[src/rtl/hififo_loopback_multi.sv]
// hififo_loopback_multi
//   Multi-channel traffic block for the hififo_pcie FIFO ports. Each channel
//   runs one of four modes selected by its 2-bit mode slice:
//     0 loopback : from-PC words are written back to the to-PC FIFO
//     1 generate : writes an incrementing pattern starting at 0
//     2 check    : consumes words and counts breaks in an incrementing pattern
//     3 drain    : consumes and counts words without checking
//   Per-channel word and error counters support software self-test.
//   The board LEDs show the low nibble of the last word consumed on channel 0.
//
// Ports (channel n occupies slice n of every flattened bus)
//   clock       single clock for all logic and the FIFO interfaces
//   rst_n       asynchronous active-low reset
//   mode        2 bits per channel, mode select
//   clear       synchronous clear of counters and pattern state
//   fpc_data    from-PC FIFO head word (first-word-fall-through)
//   fpc_valid   fpc_data holds a valid word
//   fpc_read    consume request; a word moves when fpc_valid && fpc_read
//   tpc_data    to-PC FIFO write data
//   tpc_write   to-PC FIFO write strobe
//   tpc_ready   to-PC FIFO has room for at least 4 more words
//   word_count  32 bits per channel, words consumed or written, wraps
//   err_count   32 bits per channel, checker mismatches, saturating
//   led         low nibble of the last word consumed on channel 0
module hififo_loopback_multi #(
  parameter int CHANNELS = 1,
  parameter int WIDTH    = 64
) (
  input  logic                      clock,
  input  logic                      rst_n,
  input  logic [2*CHANNELS-1:0]     mode,
  input  logic                      clear,
  input  logic [WIDTH*CHANNELS-1:0] fpc_data,
  input  logic [CHANNELS-1:0]       fpc_valid,
  output logic [CHANNELS-1:0]       fpc_read,
  output logic [WIDTH*CHANNELS-1:0] tpc_data,
  output logic [CHANNELS-1:0]       tpc_write,
  input  logic [CHANNELS-1:0]       tpc_ready,
  output logic [32*CHANNELS-1:0]    word_count,
  output logic [32*CHANNELS-1:0]    err_count,
  output logic [3:0]                led
);

  localparam logic [1:0] MODE_LOOP  = 2'd0;
  localparam logic [1:0] MODE_GEN   = 2'd1;
  localparam logic [1:0] MODE_CHECK = 2'd2;

  function automatic logic [31:0] sat_inc(input logic [31:0] v);
    return (v == 32'hFFFF_FFFF) ? v : v + 32'd1;
  endfunction

  // Registered state. mode_p0 is the mode in force since the last edge: it
  // governs what the current fpc_read/tpc_write values mean, so a consume in
  // this cycle is handled by the mode that requested it.
  logic [CHANNELS-1:0][1:0]       mode_p0;
  logic [CHANNELS-1:0]            rd_p0, wr_p0, gen_wr_p0;
  logic [CHANNELS-1:0][WIDTH-1:0] data_p0, gen_p0, exp_p0;
  logic [CHANNELS-1:0][31:0]      wc_p0, err_p0;
  logic [3:0]                     led_p0;

  logic [CHANNELS-1:0]            cons, lb, gen_go;
  logic [CHANNELS-1:0]            rd_n, wr_n, gen_wr_n;
  logic [CHANNELS-1:0][WIDTH-1:0] data_n, gen_n, exp_n;
  logic [CHANNELS-1:0][31:0]      wc_n, err_n;
  logic [3:0]                     led_n;

  always_comb begin
    cons     = '0;
    lb       = '0;
    gen_go   = '0;
    rd_n     = '0;
    wr_n     = '0;
    gen_wr_n = '0;
    data_n   = data_p0;
    gen_n    = gen_p0;
    exp_n    = exp_p0;
    wc_n     = wc_p0;
    err_n    = err_p0;
    led_n    = led_p0;
    for (int c = 0; c < CHANNELS; c++) begin
      cons[c] = fpc_valid[c] & rd_p0[c];
      // A word consumed under loopback is written next cycle even if the mode
      // input has already moved on; it takes priority over a generator write.
      lb[c]     = cons[c] && (mode_p0[c] == MODE_LOOP);
      gen_go[c] = !lb[c] && (mode[2*c +: 2] == MODE_GEN) && tpc_ready[c];

      if ((mode[2*c +: 2] == MODE_GEN) && (mode_p0[c] != MODE_GEN))
        gen_n[c] = '0;
      if ((mode[2*c +: 2] == MODE_CHECK) && (mode_p0[c] != MODE_CHECK))
        exp_n[c] = '0;

      if (mode[2*c +: 2] == MODE_LOOP) rd_n[c] = tpc_ready[c];
      else                             rd_n[c] = (mode[2*c +: 2] != MODE_GEN);

      wr_n[c]     = lb[c] | gen_go[c];
      gen_wr_n[c] = gen_go[c];
      if (lb[c]) begin
        data_n[c] = fpc_data[WIDTH*c +: WIDTH];
      end else if (gen_go[c]) begin
        data_n[c] = gen_n[c];
        gen_n[c]  = gen_n[c] + WIDTH'(1);
      end

      if (cons[c] && (mode_p0[c] == MODE_CHECK)) begin
        if (fpc_data[WIDTH*c +: WIDTH] == exp_p0[c]) begin
          exp_n[c] = exp_p0[c] + WIDTH'(1);
        end else begin
          err_n[c] = sat_inc(err_p0[c]);
          exp_n[c] = fpc_data[WIDTH*c +: WIDTH] + WIDTH'(1);
        end
      end

      // Generator writes are counted once they are on the bus.
      if (cons[c] || (wr_p0[c] && gen_wr_p0[c]))
        wc_n[c] = wc_p0[c] + 32'd1;

      if (clear) begin
        wc_n[c]  = '0;
        err_n[c] = '0;
        gen_n[c] = '0;
        exp_n[c] = '0;
      end
    end
    if (cons[0]) led_n = fpc_data[3:0];
  end

  // ---- stage p0: handshake, data and counter registers ----
  always_ff @(posedge clock or negedge rst_n) begin
    if (!rst_n) begin
      mode_p0   <= '0;
      rd_p0     <= '0;
      wr_p0     <= '0;
      gen_wr_p0 <= '0;
      data_p0   <= '0;
      gen_p0    <= '0;
      exp_p0    <= '0;
      wc_p0     <= '0;
      err_p0    <= '0;
      led_p0    <= 4'h5;
    end else begin
      mode_p0   <= mode;
      rd_p0     <= rd_n;
      wr_p0     <= wr_n;
      gen_wr_p0 <= gen_wr_n;
      data_p0   <= data_n;
      gen_p0    <= gen_n;
      exp_p0    <= exp_n;
      wc_p0     <= wc_n;
      err_p0    <= err_n;
      led_p0    <= led_n;
    end
  end

  assign fpc_read   = rd_p0;
  assign tpc_write  = wr_p0;
  assign tpc_data   = data_p0;
  assign word_count = wc_p0;
  assign err_count  = err_p0;
  assign led        = led_p0;

endmodule
[config.mk]
export PLATFORM = sky130hd
export DESIGN_NAME = hififo_loopback_multi
export DESIGN_NICKNAME = d
export VERILOG_FILES = /design/src/rtl/hififo_loopback_multi.sv
export SDC_FILE = /design/constraint.sdc
export NUM_CORES = 1
export LEC_CHECK = 0
export CAP_MARGIN = 20
export CORE_ASPECT_RATIO = 0.7
export CORE_MARGIN = 10
export CORE_UTILIZATION = 35
export CTS_CLUSTER_SIZE = 20
export DETAILED_ROUTE_END_ITERATION = 7
export HOLD_SLACK_MARGIN = 0.1
export PLACE_DENSITY = 0.51
export SLEW_MARGIN = 20
export SYNTH_ARGS = -nofsm -noshare
export SYNTH_HDL_FRONTEND = slang
export SYNTH_SLANG_ARGS = --single-unit
[constraint.sdc]
create_clock -name clock -period 4.9 [get_ports clock]
set_input_delay 0.98 -clock clock [delete_from_list [all_inputs] [get_ports clock]]
set_output_delay 0.98 -clock clock [all_outputs]
set_load 0.005 [all_outputs]
### Word level (Yosys, flattened, before mapping)

Index checks and enable logic that the tools add are counted.

* register bits: 265
* input bits: 71
* output and inout bits: 134
* word-level logic and storage cells: 60

* add/sub/neg operators: 5
* equality and inequality tests: 10
* muxes and demuxes: 17
* bitwise logic cells: 2
* reductions and logical operators: 16

Operator list (number)
* two-way mux 64 bit: 10
* adder 64 x 1 -> 64 bit, second input constant: 3
* two-way mux 32 bit: 6
* adder 32 x 1 -> 32 bit, second input constant: 2
* equality test 64 bit: 1
* equality test 32 bit, second input constant: 1
* logical AND 1 bit: 7
* inequality test 2 bit, second input constant: 3
* nonzero test 2 bit: 3
* equality test 2 bit, second input constant: 2
* zero test 2 bit: 2
* inequality test 2 x 1 -> 1 bit, second input constant: 2
* AND reduction 3 bit: 1
* nonzero test 3 bit: 1
* equality test 2 x 1 -> 1 bit, second input constant: 1
* bitwise AND 1 bit: 1
* zero test 1 bit: 1
* logical OR 1 bit: 1
* two-way mux 1 bit: 1
* OR 1 bit: 1

### Logic depth before layout (Yosys ltp)

Gate-level depths: netlist of the first run.

* word-level depth: 8
* mapped depth: 13
* mapped depth without buffers: 10

### Least setup slack after synthesis of the first run

OpenSTA, ideal clock, no wires.

* path type: input to register
* start point: in mode[0]
* end point: reg gen_p0[30] in the netlist's numbering
* setup time: 0.132 ns
* arrival time: 3.130 ns
* required time: 4.768 ns
* path slack: 1.638 ns
* cell stages on the path: 13
* path buffers: 3
* cells stage by stage: nor2b_1 nand2_1 clkbuf_1 nand2_1 inv_1 ha_1 o2111ai_1 or4_1 buf_2 buf_2 nor4_1 xor2_1 nor2_1

RTL lines
* start: declaration: line 31 `input logic [2*CHANNELS-1:0] mode,`
* end signal: assignment: line 146 `gen_p0 <= gen_n;`
* end: declaration: line 57 `logic [CHANNELS-1:0][WIDTH-1:0] data_p0, gen_p0, exp_p0;`

==> results of run 1 <==
-- area by class of cell --
cell class,count,area (um2)
inverter,25,93.8
clock inverter,5,25.0
fill,4030,22900
tap,544,681
multi-input combinational,1259,7450
sequential,265,6630
timing repair buffer,232,2300
clock buffer,44,842
-- cells by family after synthesis --
family | count (synthesis)
AOI/OAI and AO/OA | 309
xor gates and xnor gates | 185
adders and majority gates | 4
buffers and inverters | 120
DFF | 265
muxes | 22
and+or+nand+nor | 739
-- where the power goes --
group	internal (mW)	switching, mW	total (mW)
combinational	0.282	0.353	0.635
clock	1.17	0.929	2.10
sequential	2.28	0.0710	2.35
total	3.73	1.35	5.08
-- sequential cells by signal (all words and copies together) (netlist names) --
| signal | count |
|---|---|
| exp_p0 | 64 |
| gen_p0 | 64 |
| tpc_data | 64 |
| err_count | 32 |
| word_count | 32 |
| led | 4 |
| mode_p0 | 2 |
| fpc_read | 1 |
| gen_wr_p0 | 1 |
| tpc_write | 1 |
-- how the worst max path moves through the flow --
stage                     startpoint                    to  slack (ps)  cells after the start
after global routing         mode[1]  gen_p0[56]$_DFF_PN0_        1040                     12
after detailed placement     mode[1]  gen_p0[56]$_DFF_PN0_         650                     12
after global placement       mode[1]  gen_p0[56]$_DFF_PN0_         730                     12
final                        mode[1]  gen_p0[56]$_DFF_PN0_        1160                     12
after CTS                    mode[1]  gen_p0[56]$_DFF_PN0_        1230                     12
after floorplan              mode[0]  gen_p0[30]$_DFF_PN0_        1640                     13
-- per-stage QoR --
step | setup WS, ps | std cells | utilization (%) | cell area [um2] | hold slack [ps]
5_1_grt | 1040 | 2374 | 44.0 | 18000 | 529
3_5_place_dp | 647 | 2324 | 41.9 | 17200 | 490
3_3_place_gp | 727 | 2324 | 41.9 | 17200 | 480
2_1_floorplan | 1640 | 1644 | - | 14500 | 469
4_1_cts | 1230 | 2373 | 44.0 | 18000 | 504
6_report | 1160 | 2374 | 44.0 | 18000 | 489
-- metal layers --
layer	global-route usage, %	up-vias	wire length (um)
met5	0	-	31
met4	3.66	4	878
met3	5.97	59	4510
met2	29.9	428	22300
met1	28.7	6465	24500
li1	-	6130	-
-- placed cells by master (no fill, tap or decap), types with 29 or more instances in the layout --
cell / count
a21oi_1: 86
clkdlybuf4s50_1: 202
xnor2_1: 63
or3_1: 29
o21ai_0: 152
nand2_1: 227
nand3_1: 53
dfrtp_1: 263
nand4_1: 75
clkbuf_16: 29
nor4_1: 38
nor2_1: 149
nor3_1: 35
xor2_1: 122
==> out/results.ini, run 1 <==
[run_status]
status=complete, no violations

[critical_path]
crit_fanout=18
crit_chain=clkdlybuf4s50_1, nor2b_1, buf_4, nand2_1, nand2_1, inv_1, ha_1, o2111ai_1, or4_1, nor4_4, a31o_2, a21oi_1
startpoint_type=primary input
crit_arrival_ps=4140
r2r_slack_ps=1580
critPathMaxStageDelay_ps=810
cp.buffers_inverters=3
critical-path-top-delay-family=simple AND/OR/NAND/NOR gates
reg2reg_depth=10
r2r_start=mode_p0[1]$_DFF_PN0_
crit_path_top_delay_cell=or4_1
worstSetupPathType=primary input to register
end_kind=register
required_ps=5310
crit_top_cell=nand2_1
rr_endpoint=gen_p0[56]$_DFF_PN0_

[timing]
setup_violations=0
min_period_ps=3740
period_share_pct=76.2
rsz0062_at_grt=no
worstMarginPinSlew_ps=890
fmax_mhz=268
finalMaxSlewViolations=0
skew_ps=11.5
maxSlewHeadroom_pct=40.2
fin_setup_tns_ps=0
hold_viol=0

[synth]
ys_seq_area_share_pct=45.7
netlist_instances=1644
muxShareOfSynthArea_pct=1.69
netlist-cell-type-count=61
synth-xor-area-share_pct=11.2
synth_ff_type=dfrtp_1
synth_area_leaders=dfrtp_1 45%, xor2_1 7.4%, nand2_1 5.9%, o21ai_0 5.2%, nor2_1 3.9%
syn_area_per_cell_um2=8.83
synth-edff-count=0
synth-compound-area-share_pct=12.0
synth_top_area_share_pct=45.3
synth.net_count=1719
synth.most_common_cell=dfrtp_1
yosys.area_share.adder_pct=0.345
synth_top_cell_by_area=dfrtp_1
yosys.area_share.simple_pct=25.8
ys_seq_elements=265
async_reset_ff_share_pct=100
synth_top_family_by_area=simple AND/OR/NAND/NOR gates
syn_area_mm2=0.0145
ys.warnings.count=0
synth_common_cells=263 x dfrtp_1, 227 x nand2_1, 152 x o21ai_0

[routing]
wire_per_inst_um=22.0
drtIter0Drc=1092
finalWirelength_um=52200
via_per_inst=5.51
post-route-drc-count=0
ant_nets=0
num_vias=13086
drt-pass1-iter-count=5

[flow_run]
max_cap_violations=0

[clock_network]
clk_latency_ps=560
tritoncts=yes
cts_sinks=265
htreeDepth=1
cts_made_buffers=29
cts_setup_buffers=0
postCtsHoldBufs=0
clk_path_buf_depth=3
ctsResizeCount=0
cts_root_buffer=clkbuf_16
clkSlewWorstSetupHoldPaths_ps=60

[finish]
antenna_cells=0
area_delta_synth_final_pct=24.2
layout.nets=1887
layout-drive-gt1-share_pct=6.61

[global_routing]
grt_max_degree=131
grt_pass1_wl_um=80100
grt_overflow=0
antenna_found_initial=2
track_usage_pct=20.2
grt_pass1_vias=12795

[floorplanning]
rows=62
fp.coreArea_mm2=0.0410
io_pins=205
fp.dieW_um=263
floorplan.die_area_mm2=0.0501
start_util_pct=35.4
die_h_um=190

[placed_design]
place_congestion=0.859
dp_hpwl_um=37900
port_buffers=204

[power_and_ir_drop]
p_per_area_mw_per_mm2=282
power.leakage_nw=6.99
peakVddDrop_v=0.000244
finalPower_mw=5.08

[min_path]
hold_class=primary input to asynchronous set/reset pin

Power figures use the tool's default switching activity.
==> run 2, diff against run 1 <==
--- a/config.mk
+++ b/config.mk
@@ -12,7 +12,7 @@
 export CTS_CLUSTER_SIZE = 20
 export DETAILED_ROUTE_END_ITERATION = 7
 export HOLD_SLACK_MARGIN = 0.1
-export PLACE_DENSITY = 0.51
+export PLACE_DENSITY = 0.53
 export SLEW_MARGIN = 20
 export SYNTH_ARGS = -nofsm -noshare
 export SYNTH_HDL_FRONTEND = slang
==> constraint.sdc (replaced) <==
create_clock -name clock -period 3 [get_ports clock]
set_input_delay 0.6 -clock clock [delete_from_list [all_inputs] [get_ports clock]]
set_output_delay 0.6 -clock clock [all_outputs]
set_load 0.005 [all_outputs]
==> out/results.ini, run 2 (synthesis gave the netlist of run 1 again) <==
[routing]
drtIter0Drc=1059  ; was 1092
via_per_inst=5.38  ; was 5.51
wire_per_inst_um=21.0  ; was 22.0 um
ant_nets=0  ; unchanged
num_vias=13742  ; was 13.1k
post-route-drc-count=0  ; unchanged
drt-pass1-iter-count=5  ; unchanged
finalWirelength_um=53600  ; was 52200 um

[finish]
final_common_cell=dfrtp_1  ; unchanged
final_util_pct=47.7  ; was 44.0%
layout.nets=2065  ; was 1887
area_delta_synth_final_pct=34.7  ; was 24.2%
stdcell_area_mm2=0.0196  ; was 0.0180 mm2
layout_common_cells=263 x dfrtp_1, 227 x nand2_1, 202 x clkdlybuf4s50_1  ; unchanged
layout-drive-gt1-share_pct=15.0  ; was 6.61%
antenna_cells=0  ; unchanged

[floorplanning]
floorplan.die_area_mm2=0.0501  ; unchanged
die_h_um=190  ; unchanged
fp.dieW_um=263  ; unchanged
rows=62  ; unchanged
fp.coreArea_mm2=0.0410  ; unchanged
start_util_pct=35.4  ; unchanged
io_pins=205  ; unchanged

[power_and_ir_drop]
power.leakage_nw=7.92  ; was 6.99 nW
seqPwrFrac_pct=44.0  ; was 46.2%
p_comb_share_pct=13.2  ; was 12.5%
clkPwrFrac_pct=42.8  ; was 41.3%
finalPower_mw=8.75  ; was 5.08 mW
p_per_area_mw_per_mm2=447  ; was 282 mW/mm2
p_int_mw=6.50  ; was 3.73 mW
switching_share_pct=25.7  ; was 26.6%
p_sw_mw=2.25  ; was 1.35 mW
peakVddDrop_v=0.000404  ; was 0.000244 V

[timing]
fin_setup_tns_ps=0  ; unchanged
setup_violations=0  ; unchanged
hold_viol=0  ; unchanged
worstMarginPinSlew_ps=696  ; was 890 ps
holdWs_ps=301  ; was 489 ps
finalMaxSlewViolations=0  ; unchanged
fmax_mhz=363
rsz0062_at_grt=no  ; unchanged
period_share_pct=91.8
min_period_ps=2750
skew_ps=5.78  ; was 11.5 ps
maxSlewHeadroom_pct=53.6  ; was 40.2%

[critical_path]
crit_arrival_ps=3170  ; was 4140 ps
crit_fanout=10  ; was 18
crit_path_top_delay_cell=dfrtp_1  ; was or4_1
crit_top_cell=nand2_1  ; unchanged
cp.buffers_inverters=2  ; was 3
critical-path-top-delay-family=simple AND/OR/NAND/NOR gates  ; unchanged
required_ps=3420  ; was 5310 ps
startpoint_type=register  ; was primary input
end_kind=register  ; unchanged
critPathMaxStageDelay_ps=430  ; was 810 ps
worstSetupPathType=register to register  ; was primary input to register
crit_chain=nand2b_1, nand2_1, nand2_1, inv_1, ha_1, o2111ai_1, or4_1, buf_4, nor4_4, a31o_2, a21oi_1  ; was clkdlybuf4s50_1, nor2b_1, buf_4, nand2_1, nand2_1, inv_1, ha_1, o2111ai_1, or4_1, nor4_4, a31o_2, a21oi_1

[placed_design]
dpl_cell_area_mm2=0.0186  ; was 0.0172 mm2
port_buffers=204  ; unchanged
place_congestion=0.933  ; was 0.859
dp_hpwl_um=40500  ; was 37900 um

[global_routing]
track_usage_pct=20.9  ; was 20.2%
grt_pass1_vias=13594  ; was 12.8k
grt_overflow=0  ; unchanged
grt_max_degree=130  ; was 131
antenna_found_initial=1  ; was 2
grt_pass1_wl_um=83400  ; was 80100 um

[clock_network]
tritoncts=yes  ; unchanged
ctsResizeCount=0  ; unchanged
cts_sinks=265  ; unchanged
cts_root_buffer=clkbuf_16  ; unchanged
htreeDepth=1  ; unchanged
clkSlewWorstSetupHoldPaths_ps=60  ; about the same
clk_path_buf_depth=3  ; unchanged
cts_made_buffers=29  ; unchanged
clk_latency_ps=560  ; about the same

[min_path]
hold_class=primary input to register  ; was primary input to asynchronous set/reset pin

[flow_run]
max_cap_violations=0  ; unchanged

[run_status]
status=complete, no violations  ; unchanged

==> run 2: power by group through the flow <==
stage / sequential (mW) / clock [mW] / combinational [mW]
6_report: 3.85 / 3.74 / 1.16
5_1_grt: 3.86 / 3.98 / 1.26
4_1_cts: 3.85 / 3.84 / 1.17
3_5_place_dp: 3.92 / 0 / 1.16
3_3_place_gp: 3.91 / 0 / 1.15
2_1_floorplan: 3.88 / 0 / 0.352
==> run 2: metal layers <==
metal	up-vias	global-route usage, %	part of all wire (%)
met5	-	0	0
met4	0	3.79	1.7
met2	426	30.8	43
li1	6503	-	-
met1	6759	30.0	47
met3	54	6.06	8.7
==> run 2: area by class of cell <==
cell class              instances  area, um2
clock buffers                  44        862
clock inverters                 7        113
fillers                      3964      21400
inverters                      25       93.8
multi-input cells            1259       7450
flip-flops and latches        265       6630
well taps                     544        681
repair buffers                410       3720
==> run 2: final timing paths <==
path	startpoint	endpoint	slack, ps	cells past startpoint
setup reg to reg	mode_p0[1]$_DFF_PN0_	gen_p0[56]$_DFF_PN0_	250	11
hold reg to reg	exp_p0[23]$_DFFE_PN0P_	exp_p0[23]$_DFFE_PN0P_	500	2
min in group asynchronous	rst_n	gen_p0[9]$_DFF_PN0_	580	2
hold / removal	clear	gen_p0[2]$_DFF_PN0_	300	2
max in group asynchronous	rst_n	led[2]$_DFFE_PN1P_	1560	3
setup / recovery	mode_p0[1]$_DFF_PN0_	gen_p0[56]$_DFF_PN0_	250	11
==> run 2: through the flow <==
stage	setup WS, ps	instances
finish	247	2554
global route	23.4	2554
CTS	276	2554
detailed placement	-273	2502
global placement	-191	2502
floorplan	118	1644
==> run 2: repair_timing <==
action                     CTS  global route
buffers inserted             0             0
setup endpoints to repair    0             0
hold buffers                 1             0
hold endpoints to repair    73             0
